===== src/rtl/hwpe_ctrl_router_pkg.sv =====
// Shared constants, FSM state type and local-window decode for hwpe_ctrl_router.
// HWPE_CTRL_PERF_EN adds PERF_OFFS to the local window.
package hwpe_ctrl_router_pkg;

  localparam logic [7:0] CLK_EN_OFFS     = 8'h9C;
  localparam logic [7:0] MUX_SEL_OFFS    = 8'h98;
  localparam logic [7:0] EVT_CLR_OFFS    = 8'h94;
  localparam logic [7:0] EVT_STATUS_OFFS = 8'h90;
  localparam logic [7:0] BUSY_OFFS       = 8'h8C;
  localparam logic [7:0] PERF_OFFS       = 8'h88;

  typedef enum logic [1:0] {
    IDLE,
    LOCAL_RSP,
    WAIT_HWPE
  } state_e;

  function automatic logic is_local(input logic [7:0] offs);
    logic hit;
    hit = (offs == CLK_EN_OFFS) || (offs == MUX_SEL_OFFS) || (offs == EVT_CLR_OFFS) ||
          (offs == EVT_STATUS_OFFS) || (offs == BUSY_OFFS);
`ifdef HWPE_CTRL_PERF_EN
    hit = hit || (offs == PERF_OFFS);
`endif
    return hit;
  endfunction

endpackage


===== src/rtl/hwpe_ctrl_evt_sticky.sv =====
// Per-core sticky event flags: set by raw events, cleared by a write-1 mask,
// with set taking priority when both hit the same bit in one cycle.
module hwpe_ctrl_evt_sticky #(
  parameter int unsigned NrCores = 8
) (
  input  logic               clk_i,
  input  logic               rst_i,
  input  logic [NrCores-1:0] set_i,
  input  logic [NrCores-1:0] clr_i,
  output logic [NrCores-1:0] evt_o
);

  logic [NrCores-1:0] evt_q, evt_d;

  assign evt_d = (evt_q & ~clr_i) | set_i;

  always_ff @(posedge clk_i) begin
    if (rst_i) begin
      evt_q <= '0;
    end else begin
      evt_q <= evt_d;
    end
  end

  assign evt_o = evt_q;

endmodule


===== src/rtl/hwpe_ctrl_router.sv =====
// Control-plane router: decodes peripheral requests to local housekeeping registers
// or to one HWPE. Optional busy-cycle counter at 0x88 enabled by HWPE_CTRL_PERF_EN.
module hwpe_ctrl_router
  import hwpe_ctrl_router_pkg::*;
#(
  parameter int unsigned NrHwpes   = 2,
  parameter int unsigned NrCores   = 8,
  parameter int unsigned IdWidth   = 8,
  parameter int unsigned DataWidth = 32,
  parameter int unsigned SelLsb    = 8,
  parameter int unsigned SelWidth  = (NrHwpes > 1) ? $clog2(NrHwpes) : 1
) (
  input  logic                         clk_i,
  input  logic                         rst_i,
  input  logic                         ctrl_q_valid_i,
  output logic                         ctrl_q_ready_o,
  input  logic [31:0]                  ctrl_q_addr_i,
  input  logic                         ctrl_q_write_i,
  input  logic [DataWidth-1:0]         ctrl_q_data_i,
  input  logic [DataWidth/8-1:0]       ctrl_q_strb_i,
  input  logic [IdWidth-1:0]           ctrl_q_user_i,
  output logic                         ctrl_p_valid_o,
  output logic [DataWidth-1:0]         ctrl_p_data_o,
  output logic [NrHwpes-1:0]           periph_req_o,
  input  logic [NrHwpes-1:0]           periph_gnt_i,
  output logic [31:0]                  periph_add_o,
  output logic                         periph_wen_o,
  output logic [DataWidth/8-1:0]       periph_be_o,
  output logic [DataWidth-1:0]         periph_data_o,
  output logic [IdWidth-1:0]           periph_id_o,
  input  logic [NrHwpes-1:0]           periph_r_valid_i,
  input  logic [NrHwpes*DataWidth-1:0] periph_r_data_i,
  input  logic [NrHwpes*NrCores-1:0]   hwpe_evt_i,
  input  logic [NrHwpes-1:0]           hwpe_busy_i,
  output logic [NrHwpes-1:0]           clk_en_o,
  output logic [SelWidth-1:0]          mux_sel_o,
  output logic [NrCores-1:0]           hwpe_evt_o
);

  state_e               state_q, state_d;
  logic [NrHwpes-1:0]   clk_en_q, clk_en_d;
  logic [SelWidth-1:0]  mux_sel_q, mux_sel_d, sel_q, sel_d, sel;
  logic [DataWidth-1:0] rdata_q, rdata_d, local_rdata;
  logic [7:0]           offs;
  logic                 sel_valid, local_acc, local_hs, hwpe_hs, wr_local;
  logic [NrCores-1:0]   evt_set, evt_clr;
  logic                 unused_addr;

  assign offs        = ctrl_q_addr_i[7:0];
  assign sel         = ctrl_q_addr_i[SelLsb +: SelWidth];
  assign sel_valid   = 32'(sel) < NrHwpes;
  assign unused_addr = ^ctrl_q_addr_i;

  // Anything we cannot forward safely (local, bad select, gated) completes locally.
  assign local_acc = is_local(offs) || !sel_valid || !clk_en_q[sel];
  assign wr_local  = local_hs && ctrl_q_write_i && is_local(offs);

  assign periph_add_o  = {24'h0, offs};
  assign periph_wen_o  = ~ctrl_q_write_i;
  assign periph_be_o   = ctrl_q_strb_i;
  assign periph_data_o = ctrl_q_data_i;
  assign periph_id_o   = ctrl_q_user_i;

`ifdef HWPE_CTRL_PERF_EN
  logic [31:0] perf_q, perf_d;

  always_comb begin
    perf_d = perf_q;
    if (hwpe_busy_i[mux_sel_q] && (perf_q != '1)) perf_d = perf_q + 32'd1;
    if (wr_local && (offs == PERF_OFFS)) perf_d = '0;
  end

  always_ff @(posedge clk_i) begin
    if (rst_i) perf_q <= '0;
    else       perf_q <= perf_d;
  end
`endif

  always_comb begin
    local_rdata = '0;
    case (offs)
      CLK_EN_OFFS:     local_rdata = DataWidth'(clk_en_q);
      MUX_SEL_OFFS:    local_rdata = DataWidth'(mux_sel_q);
      EVT_STATUS_OFFS: local_rdata = DataWidth'(hwpe_evt_o);
      BUSY_OFFS:       local_rdata = DataWidth'(hwpe_busy_i);
`ifdef HWPE_CTRL_PERF_EN
      PERF_OFFS:       local_rdata = DataWidth'(perf_q);
`endif
      default:         local_rdata = '0;
    endcase
  end

  always_comb begin
    clk_en_d  = clk_en_q;
    mux_sel_d = mux_sel_q;
    evt_clr   = '0;
    if (wr_local) begin
      case (offs)
        CLK_EN_OFFS:  clk_en_d = ctrl_q_data_i[NrHwpes-1:0];
        MUX_SEL_OFFS: if (ctrl_q_data_i < DataWidth'(NrHwpes)) mux_sel_d = ctrl_q_data_i[SelWidth-1:0];
        EVT_CLR_OFFS: evt_clr = ctrl_q_data_i[NrCores-1:0];
        default:      ;
      endcase
    end
  end

  always_comb begin
    state_d        = state_q;
    sel_d          = sel_q;
    rdata_d        = rdata_q;
    ctrl_q_ready_o = 1'b0;
    ctrl_p_valid_o = 1'b0;
    ctrl_p_data_o  = '0;
    periph_req_o   = '0;
    local_hs       = 1'b0;
    hwpe_hs        = 1'b0;
    unique case (state_q)
      IDLE: begin
        if (ctrl_q_valid_i) begin
          if (local_acc) begin
            ctrl_q_ready_o = 1'b1;
            local_hs       = 1'b1;
            state_d        = LOCAL_RSP;
            rdata_d        = (is_local(offs) && !ctrl_q_write_i) ? local_rdata : '0;
          end else begin
            periph_req_o[sel] = 1'b1;
            ctrl_q_ready_o    = periph_gnt_i[sel];
            hwpe_hs           = periph_gnt_i[sel];
            if (periph_gnt_i[sel]) begin
              sel_d   = sel;
              state_d = WAIT_HWPE;
            end
          end
        end
      end
      LOCAL_RSP: begin
        ctrl_p_valid_o = 1'b1;
        ctrl_p_data_o  = rdata_q;
        state_d        = IDLE;
      end
      WAIT_HWPE: begin
        ctrl_p_valid_o = periph_r_valid_i[sel_q];
        ctrl_p_data_o  = periph_r_data_i[sel_q*DataWidth +: DataWidth];
        if (periph_r_valid_i[sel_q]) state_d = IDLE;
      end
      default: state_d = IDLE;
    endcase
  end

  always_ff @(posedge clk_i) begin
    if (rst_i) begin
      state_q   <= IDLE;
      clk_en_q  <= '0;
      mux_sel_q <= '0;
      sel_q     <= '0;
      rdata_q   <= '0;
    end else begin
      state_q   <= state_d;
      clk_en_q  <= clk_en_d;
      mux_sel_q <= mux_sel_d;
      sel_q     <= sel_d;
      rdata_q   <= rdata_d;
    end
  end

  assign evt_set = hwpe_evt_i[mux_sel_q*NrCores +: NrCores];

  hwpe_ctrl_evt_sticky #(
    .NrCores(NrCores)
  ) i_evt_sticky (
    .clk_i (clk_i),
    .rst_i (rst_i),
    .set_i (evt_set),
    .clr_i (evt_clr),
    .evt_o (hwpe_evt_o)
  );

  assign clk_en_o  = clk_en_q;
  assign mux_sel_o = mux_sel_q;

  // An HWPE must not answer in the same cycle it grants.
  a_no_rvalid_on_grant: assert property (@(posedge clk_i) disable iff (rst_i)
    !(hwpe_hs && periph_r_valid_i[sel]));

endmodule

===== config.mk =====
export PLATFORM = sky130hd
export DESIGN_NAME = hwpe_ctrl_router
export DESIGN_NICKNAME = d
export VERILOG_FILES = /design/src/rtl/hwpe_ctrl_router_pkg.sv /design/src/rtl/hwpe_ctrl_evt_sticky.sv /design/src/rtl/hwpe_ctrl_router.sv
export SDC_FILE = /design/constraint.sdc
export NUM_CORES = 1
export LEC_CHECK = 0
export BUFFER_PORTS_ARGS = -buffer_cell sky130_fd_sc_hd__buf_2
export CAP_MARGIN = 20
export CORE_AREA = 4 4 110 112
export CTS_CLUSTER_DIAMETER = 150
export DETAILED_ROUTE_END_ITERATION = 8
export DIE_AREA = 0 0 114 116
export GPL_TIMING_DRIVEN = 0
export PLACE_DENSITY_LB_ADDON = 0.2
export SYNTH_ARGS = -nofsm -noshare
export SYNTH_HDL_FRONTEND = slang
export SYNTH_SLANG_ARGS = --single-unit

===== constraint.sdc =====
create_clock -name clk_i -period 2.29 [get_ports clk_i]
set_input_delay 0.687 -clock clk_i [delete_from_list [all_inputs] [get_ports clk_i]]
set_output_delay 0.687 -clock clk_i [all_outputs]
set_load 0.02 [all_outputs]

==> flow_metrics.tcl, run 1 <==
set metrics [dict create \
    status "complete, but fails checks" \
    violations "negative setup slack" \
    syn_avg_cell_area_um2 7.754 \
    design.die.area_mm2 0.01322 \
    drive_gt1_share_pct 62.15 \
    rows 39 \
    dp_slack_ns -0.3486 \
    die_y_um 116 \
    yosys_register_bits 22 \
    crit_arrival_ns 1.67 \
    holdWs_ns 0.4593 \
    wl_per_cell_um 14.06 \
    dieWidth_um 114 \
    maxSlewViolCount 0 \
    antenna_found_initial 0 \
    synth_cells 314 \
    insertion_delay_ns 0.25 \
    final_nets 746 \
    synth_area_mm2 0.002435 \
    slew_headroom_pct 55.25 \
    yosysWarningCount 0 \
    cts.sinks 22 \
    fin_ws_ns -0.06650 \
    rsz0062_at_grt "true" \
    skew_ns 0.002566 \
    worstPathRequired_ns 1.60 \
    dp_hpwl_um 8808 \
    grt_max_degree 14 \
    power_leakage_nw 2.241 \
    cts_tree "yes" \
    ctsRootBufferMaster "clkbuf_16" \
    core_area_mm2 0.01122 \
    synth_edf_count 0 \
    fmax_ghz 0.4244 \
    hp-class "flop to flop" \
    power_density_mw_per_mm2 335.5 \
    vias 2968 \
    min_period_ns 2.356 \
    yosysUniqueCellTypes 38 \
    cts_max_path_buffers 2 \
    critPathKind "primary input to output pin" \
    fillCellCount 1195 \
    ant_nets 0 \
    start_kind "primary input" \
    seqCellArea_um2 445.4 \
    p_total_mw 1.435 \
    htree_levels 1 \
    synth_seq_area_share_pct 18.09 \
    start_util_pct 21.69 \
    diodes 0 \
    utilization_pct 38.10 \
    grt_pass1_vias 2908 \
    final_cell_area_mm2 0.004277 \
    grt_use_total_pct 13.58 \
    grt_pass1_wl_um 14520 \
    drcViolationCount 0 \
    multi_input_area_mm2 0.001543 \
    grt-ovfl-total 0 \
    dp.cells 709 \
    synthFlopType "dfxtp_1" \
    areaGrowthSynthToFinish_pct 75.64 \
    worstMarginPinSlew_ns 0.6713 \
    io_buffers 229 \
    place_area_mm2 0.003855 \
    cts_made_buffers 3 \
    setup-tns-final_ns -0.1211 \
    drt_first_pass_iters 4 \
    ir_drop_mv 0.2389 \
    synthArstFlopShare_pct 0 \
    routed_via_density 4.128 \
    fin_cells 719 \
    max_cap_viol_count 0 \
    drt-total-wl_um 10110 \
    gp_congestion 0.8244 \
    first_iter_violations 81 \
    path_max_fanout 3 \
    clk_pin_slew_ns 0.06 \
    finalHoldViolations 0 \
    ios 290 \
    cp-end-kind "output pin" \
    fin_crit_sh_pct 102.9 \
    setup_violations 3 \
]
==> where the power goes <==
group | internal, mW | switching, mW
sequential | 0.394 | 0.00980
combinational | 0.265 | 0.275
clock | 0.347 | 0.144
total | 1.01 | 0.429
==> cell type report <==
cell class / instances / share of cell area, %
buffer: 88 / 15.74
inverter: 13 / 1.141
clock inverter: 1 / 0.7022
clock buffer: 3 / 1.755
multi-input combinational: 214 / 36.07
timing repair buffer: 235 / 29.99
tap: 143 / 4.184
sequential: 22 / 10.42
==> cells in the final DEF, fill, tap and decap left out, types with 2 or more instances in the layout <==
master and n:
nand4_1 2, o21ai_0 11, nand3_1 4, a21o_1 2, and2_4 2, nor4b_4 2
buf_8 4, mux2i_1 53, nor3_1 2, clkbuf_16 3, inv_1 11, buf_2 207
ha_4 2, nor4_1 8, nand2_1 25, nor2_1 23, o211ai_1 2, conb_1 24
nor2_2 6, buf_4 100, nand2_2 3, dfxtp_1 20, inv_2 2, a41o_1 2
o21ai_1 2, buf_6 8, nor2b_1 2, mux2i_2 2, a21oi_1 9, and4_1 2
o21ai_2 4, clkbuf_1 3
==> metal layers <==
layer | track usage [%] | part of all wire [%] | vias up
met4 | 1.900 | 0.56 | 0
met1 | 15.09 | 35 | 1283
met5 | 0 | 0 | -
li1 | - | - | 1503
met2 | 26.70 | 53 | 176
met3 | 3.133 | 11 | 6
==> cells by family after synthesis <==
| family | after synthesis | synth area share (%) |
|---|---|---|
| AO/OA/AOI/OAI | 38 | 9.404 |
| multiplexers | 56 | 23.07 |
| flip-flops | 22 | 18.09 |
| AND/OR/NAND/NOR | 92 | 19.99 |
| buffers and inverters | 102 | 27.75 |
| other | 1 | 0.1540 |
| adder cells (fa/ha/maj) | 3 | 1.542 |
==> sequential cells by signal, indices dropped and copies added (netlist names) <==
signal,flops
state_q,2
i_evt_sticky.evt_o,8
sel_q,1
clk_en_o,2
rdata_q,8
mux_sel_o,1
==> final timing paths <==
kind	from	to	slack [ns]	depth (start not counted)
setup reg to reg	state_q[1]	mux_sel_o	0.60	6
setup / recovery	ctrl_q_addr_i[5]	ctrl_q_ready_o	-0.07	6
hold reg to reg	rdata_q[7]	rdata_q[7]	0.46	2
hold / removal	rdata_q[7]	rdata_q[7]	0.46	2
==> critical path, cell delays in order <==
cell and delay, ns:
buf_8 0.10, nor4b_4 0.38, a31o_4 0.24, nor2_4 0.03, nor2_2 0.09, buf_6 0.12
==> what timing repair did <==
action | 4_1_cts | 5_1_grt
gates resized for setup | 41 | 52
setup endpoints to repair | 35 | 32
buffers inserted | 4 | 1
cloned | 1 | 1
hold buffers | 0 | 0
pin swaps | 8 | 4
==> synthesized netlist by cell type, types with 2 or more instances <==
library cell  number  share of area, %
a21o_1             2              0.62
o211ai_1           2              0.62
mux2i_1           55                23
and2_1             3              0.77
ha_1               3               1.5
clkbuf_1           7               1.1
buf_2              6               1.2
a21oi_1            9               1.8
nor4_1             8               2.1
a41o_1             2              0.82
nor3_1             3              0.62
dfxtp_1           22                18
nand3_1            4              0.82
and4_1             2              0.72
o21ai_0           17               3.5
nand4_1            2              0.51
nor2b_1            2              0.51
nand2_1           29               4.5
inv_1             13               2.0
buf_4             76                23
nor2_1            30               4.6
No activity file was read; power rests on OpenSTA's default activity.
==> run 2: changes to the inputs <==
==> constraint.sdc (replaced) <==
create_clock -name clk_i -period 2.4 [get_ports clk_i]
set_input_delay 0.72 -clock clk_i [delete_from_list [all_inputs] [get_ports clk_i]]
set_output_delay 0.72 -clock clk_i [all_outputs]
set_load 0.02 [all_outputs]
==> run 2 against run 1 <==
  * The run now ends clean
  * Hold slack gained 0.0018 ns
  * Non-clock buffer count unchanged
  * Die area unchanged
  * Via count is 0.74% lower
  * Combinational power fell by 6.7%
  * Register-to-register slack gained 0.09 ns
  * Critical endpoint unchanged
  * Largest power group unchanged
  * Routed wire length fell by 3.1%
  * Critical path depth did not move
  * Cell area fell by 3.7%
  * Largest cell class unchanged
  * Setup slack gained 0.078 ns
  * Clock skew is 0.00073 ns higher
==> flow_metrics.tcl, run 2 (synthesized netlist as in run 1, its figures left out) <==
set metrics [dict create \
    hp-class "flop to flop" \
    die_y_um 116 \
    place_area_mm2 0.003851 \
    final_nets 745 \
    min_period_ns 2.389 \
    met1_length_um 3559 \
    core_area_mm2 0.01122 \
    worstPathRequired_ns 1.68 \
    rsz0062_at_grt "true" \
    power_density_mw_per_mm2 310.3 \
    ir_drop_mv 0.2516 \
    cts_tree "yes" \
    setup-tns-final_ns 0 \
    critPathKind "primary input to output pin" \
    cts-hold-fix-buffers 0 \
    start_util_pct 21.69 \
    whs_path_depth 2 \
    route.top_layer_used "met4" \
    grt_pass1_vias 2936 \
    drt_first_pass_iters 4 \
    drive_gt1_share_pct 58.78 \
    grt_use_total_pct 13.12 \
    status "completed" \
    max_cap_viol_count 0 \
    dr_wl_met2_um 5186 \
    fin_crit_sh_pct 99.54 \
    clk_pin_slew_ns 0.06 \
    design.die.area_mm2 0.01322 \
    dieWidth_um 114 \
    path_max_fanout 3 \
    reg2regPathDepth 6 \
    p_total_mw 1.277 \
    diodes 0 \
    finalHoldViolations 0 \
    cts_made_buffers 3 \
    ctsRootBufferMaster "clkbuf_16" \
    grt-ovfl-total 0 \
    crit_arrival_ns 1.67 \
    wl_per_cell_um 13.64 \
    ant_nets 0 \
    start_kind "primary input" \
    htree_levels 1 \
    wl_met3_um 1006 \
    vias 2946 \
    areaGrowthSynthToFinish_pct 69.06 \
    layout.cells.most_common "buf_2" \
    routed_via_density 4.103 \
    skew_ns 0.003299 \
    rows 39 \
    final_cell_mix "buf_2, buf_4, mux2i_1, nor2_1, nand2_1" \
    slew_headroom_pct 56.63 \
    cts.sinks 22 \
    drcViolationCount 0 \
    cts_max_path_buffers 2 \
    dp_hpwl_um 8760 \
    fmax_ghz 0.4186 \
    ios 290 \
    first_iter_violations 40 \
    final_cell_area_mm2 0.004116 \
    power_leakage_nw 2.211 \
    cp-end-kind "output pin" \
    insertion_delay_ns 0.25 \
    grt_pass1_wl_um 14080 \
    maxSlewViolCount 0 \
    antenna_found_initial 0 \
    drt-total-wl_um 9794 \
    holdWs_ns 0.4611 \
    grt_max_degree 13 \
    setup_violations 0 \
    gp_congestion 0.8399 \
    io_buffers 229 \
    worstMarginPinSlew_ns 0.6506 \
]
-- run 2: cell count changes in the layout (fill, tap and decap cells not counted), sizes merged --
| cell | change |
|---|---|
| and2 | -1 |
| clkbuf | +3 |
| buf | -2 |
| bufinv | -1 |
-- run 2: layer usage --
metal / vias to the layer above / track usage [%]
li1: 1497 / -
met1: 1281 / 14.21
met2: 166 / 26.46
met3: 2 / 2.715
met4: 0 / 1.900
met5: - / 0
-- run 2: worst paths after layout --
kind / startpoint / end / slack [ns]
max: ctrl_q_addr_i[5] / ctrl_q_ready_o / 0.01
min: rdata_q[2] / rdata_q[2] / 0.46
max reg2reg: state_q[0] / i_evt_sticky.evt_o[6] / 0.69
min reg2reg: rdata_q[2] / rdata_q[2] / 0.46
-- run 2: area by class of cell --
| type | count | area, um2 |
|---|---|---|
| fillers | 1209 | 7107 |
| multi-input cells | 213 | 1461 |
| repair buffers | 235 | 1244 |
| plain buffers | 88 | 653.1 |
| flip-flops and latches | 22 | 441.7 |
| well taps | 143 | 178.9 |
| clock buffers | 4 | 88.84 |
| inverters | 13 | 48.80 |
-- run 2: power breakdown --
group	switching, mW	leakage, nW	total, mW	internal [mW]
Sequential	0.00930	0.181	0.386	0.377
Clock	0.133	0.0442	0.388	0.254
Combinational	0.256	1.99	0.504	0.248
-- run 2: repair_timing --
action                                  CTS  global route
endpoints found under the setup margin   35            32
setup buffers                             4             2
pin swaps                                 5             6
gates resized for setup                  21            23
-- run 2: metrics by stage --
| stage | cells | setup slack, ns | util (%) |
|---|---|---|---|
| after floorplan | 337 | 0.005235 | - |
| after global placement | 709 | -0.2714 | 34.31 |
| after detailed placement | 709 | -0.2628 | 34.31 |
| after CTS | 716 | -0.006912 | 35.90 |
| after global routing | 718 | -0.05065 | 36.68 |
| final | 718 | 0.01108 | 36.68 |
-- run 2: worst max-delay path: stages --
cell and delay [ns]:
buf_8 0.10, nor4b_4 0.36, a31o_4 0.23, nor2_2 0.03
nor2_1 0.08, buf_4 0.15
==> run 3: changes to the inputs <==
--- a/config.mk
+++ b/config.mk
@@ -5,14 +5,15 @@
 export SDC_FILE = /design/constraint.sdc
 export NUM_CORES = 1
 export LEC_CHECK = 0
+export ABC_AREA = 1
 export BUFFER_PORTS_ARGS = -buffer_cell sky130_fd_sc_hd__buf_2
 export CAP_MARGIN = 20
-export CORE_AREA = 4 4 110 112
+export CORE_AREA = 4 4 111 113
 export CTS_CLUSTER_DIAMETER = 150
 export DETAILED_ROUTE_END_ITERATION = 8
-export DIE_AREA = 0 0 114 116
+export DIE_AREA = 0 0 115 117
 export GPL_TIMING_DRIVEN = 0
-export PLACE_DENSITY_LB_ADDON = 0.2
+export PLACE_DENSITY = 0.66
 export SYNTH_ARGS = -nofsm -noshare
 export SYNTH_HDL_FRONTEND = slang
 export SYNTH_SLANG_ARGS = --single-unit
==> run 3 against run 2 <==
  * The run now ends with negative setup slack left
  * Register-to-register slack better by 0.14 ns
  * Sequential power up 6.2%
  * Clock-buffer cell count decreased by 1
  * Largest cell class unchanged
==> flow_metrics.tcl, run 3 <==
set metrics [dict create \
    path_cells "buf_8 -> inv_4 -> nand2_4 -> nor2_4 -> o211ai_1 -> nand4_4 -> nand2_2 -> a21boi_2 -> buf_4" \
    diodes 0 \
    path_max_fanout 4 \
    synthFlopType "dfxtp_1" \
    ir_drop_mv 0.2303 \
    synth_seq_area_share_pct 17.82 \
    synth_top_area_share_pct 23.09 \
    start_kind "primary input" \
    start_util_pct 21.83 \
    cts.sinks 22 \
    final_nets 837 \
    p_total_mw 1.608 \
    cp-end-kind "output pin" \
    fin_ws_ns -0.06222 \
    core_area_mm2 0.01132 \
    areaGrowthSynthToFinish_pct 82.38 \
    multi_input_area_mm2 0.001597 \
    power_density_mw_per_mm2 356.9 \
    violations "negative setup slack" \
    vias 3366 \
    gp_congestion 0.7939 \
    io_buffers 230 \
    synth_area_mm2 0.002471 \
    synth_common_cells "nor2_1, buf_4, inv_1" \
    synth_cells 393 \
    cts_tree "yes" \
    insertion_delay_ns 0.26 \
    worstMarginPinSlew_ns 0.7621 \
    wl_per_cell_um 13.32 \
    max_cap_viol_count 0 \
    whs_path_depth 2 \
    die_y_um 117 \
    cts_made_buffers 3 \
    setup-tns-final_ns -0.1787 \
    final_cell_mix "buf_2, buf_4, nor2_1, inv_1, nand2_1" \
    ant_nets 0 \
    routed_via_density 4.156 \
    reg2regPathDepth 9 \
    fmax_ghz 0.4061 \
    synthArstFlopShare_pct 0 \
    hp-class "flop to flop" \
    drcViolationCount 0 \
    power_leakage_nw 2.421 \
    critPathKind "primary input to output pin" \
    crit_arrival_ns 1.74 \
    min_period_ns 2.462 \
    use_met1_pct 14.50 \
    grt_pass1_wl_um 14770 \
    dp.cells 789 \
    skew_ns 0.002559 \
    antenna_found_initial 0 \
    synth_most_common_cell "nor2_1" \
    finalHoldViolations 0 \
    maxSlewViolCount 0 \
    final_cell_area_mm2 0.004507 \
    cts_max_path_buffers 2 \
    synth_edf_count 0 \
    drt_first_pass_iters 4 \
    grt_use_total_pct 13.56 \
    fin_crit_sh_pct 102.6 \
    fillCellCount 1230 \
    rsz0062_at_grt "true" \
    fin_cells 810 \
    slew_headroom_pct 49.19 \
    ctsRootBufferMaster "clkbuf_16" \
    cts-hold-fix-buffers 0 \
    ios 290 \
    post-synth-top-area-cell "buf_4" \
    max_stage_delay_ns 0.18 \
    drt-total-wl_um 10790 \
    yosys_register_bits 22 \
    use_met3_pct 2.622 \
    setup_violations 3 \
    netlist_top_cells_area "buf_4, dfxtp_1, nor2_1" \
    clk_pin_slew_ns 0.06 \
    status "complete, but fails checks" \
    worstPathRequired_ns 1.68 \
    drive_gt1_share_pct 58.47 \
    syn_avg_cell_area_um2 6.288 \
    seqCellArea_um2 444.2 \
    first_iter_violations 67 \
    cp_slowest_cell "o211ai_1" \
    yosysUniqueCellTypes 32 \
    path_buf_inv 3 \
    worst-path-stages 9 \
    crit_family "simple AND/OR/NAND/NOR gates" \
    dp_hpwl_um 8724 \
    grt_max_degree 14 \
    layout.cells.most_common "buf_2" \
    grt-ovfl-total 0 \
    grt-busiest-layer "met2" \
    place_area_mm2 0.003901 \
    dp_slack_ns -0.2356 \
    grt_pass1_vias 3153 \
    met2_usage_pct 27.04 \
    htree_levels 1 \
    design.die.area_mm2 0.01346 \
    dieWidth_um 115 \
    yosysWarningCount 0 \
    rows 39 \
]
run 3: changes by cell type in the layout (fill, tap and decap cells not counted), moves of 5 or more:
| cell | change |
|---|---|
| clkbuf_2 | +6 |
| buf_6 | +6 |
| mux2i_1 | -46 |
| nor3_2 | +10 |
| nor3_1 | +12 |
| buf_4 | +20 |
| nor2_1 | +64 |
| o32ai_2 | +6 |
| nor4_1 | -6 |
| inv_1 | +16 |
| buf_2 | -17 |
| nand3_1 | +6 |
| nand4_1 | +5 |
| a21oi_1 | +9 |
run 3: worst register-to-register path, cell delays in order, from the launching register on:
cell and delay, ns:
dfxtp_1 0.36, inv_1 0.07, o21ai_1 0.21, nand4_4 0.16, inv_2 0.12, nand2_4 0.06
buf_4 0.13, buf_4 0.12, o21ai_0 0.13, a21oi_1 0.08
run 3: layer usage:
layer	part of all wire, %	up-vias
met3	9.9	10
li1	-	1725
met1	36	1447
met4	1.3	0
met2	53	184
met5	0	-
run 3: metrics by stage:
stage	util (%)	hold slack (ns)
global route	39.81	0.5004
CTS	37.83	0.4585
detailed placement	34.46	0.4491
floorplan	-	0.4289
finish	39.81	0.4730
global placement	34.46	0.4472
run 3: power breakdown:
part | leakage (nW) | internal (mW) | switching [mW]
Sequential | 0.183 | 0.395 | 0.0152
Clock | 0.0511 | 0.331 | 0.144
Combinational | 2.19 | 0.332 | 0.392
Total | 2.42 | 1.06 | 0.551
run 3: repair_timing:
action / in CTS / in global routing
endpoints found under the setup margin: 35 / 34
pin swaps: 8 / 11
resized for setup: 54 / 47
setup buffers: 14 / 4
cloned: 1 / 1
run 3: worst paths after layout:
kind,to,from,slack [ns]
worst max-delay path,ctrl_q_ready_o,ctrl_q_addr_i[6],-0.06
worst max register to register,sel_q,clk_en_o[0],0.83
worst min-delay path,rdata_q[4],rdata_q[4],0.47
worst min register to register,rdata_q[4],rdata_q[4],0.47
run 3: cell type report:
cell class,instances,share of cell area [%]
inverter,34,2.887
multi-input combinational,271,35.42
tap,143,3.970
sequential,22,9.856
clock inverter,1,0.6663
clock buffer,3,1.666
timing repair buffer,247,31.12
buffer,89,14.41
run 3: cells by family (layout without fill, tap and decap cells):
group,Yosys count,count (layout),synth area share (%)
AND/OR/NAND/NOR,184,185,34.63
buffers and inverters,124,374,30.68
AO/OA/AOI/OAI,50,50,11.54
flip-flops,22,22,17.82
multiplexers,9,9,3.646
adder cells (fa/ha/maj),3,3,1.519
other,1,24,0.1518
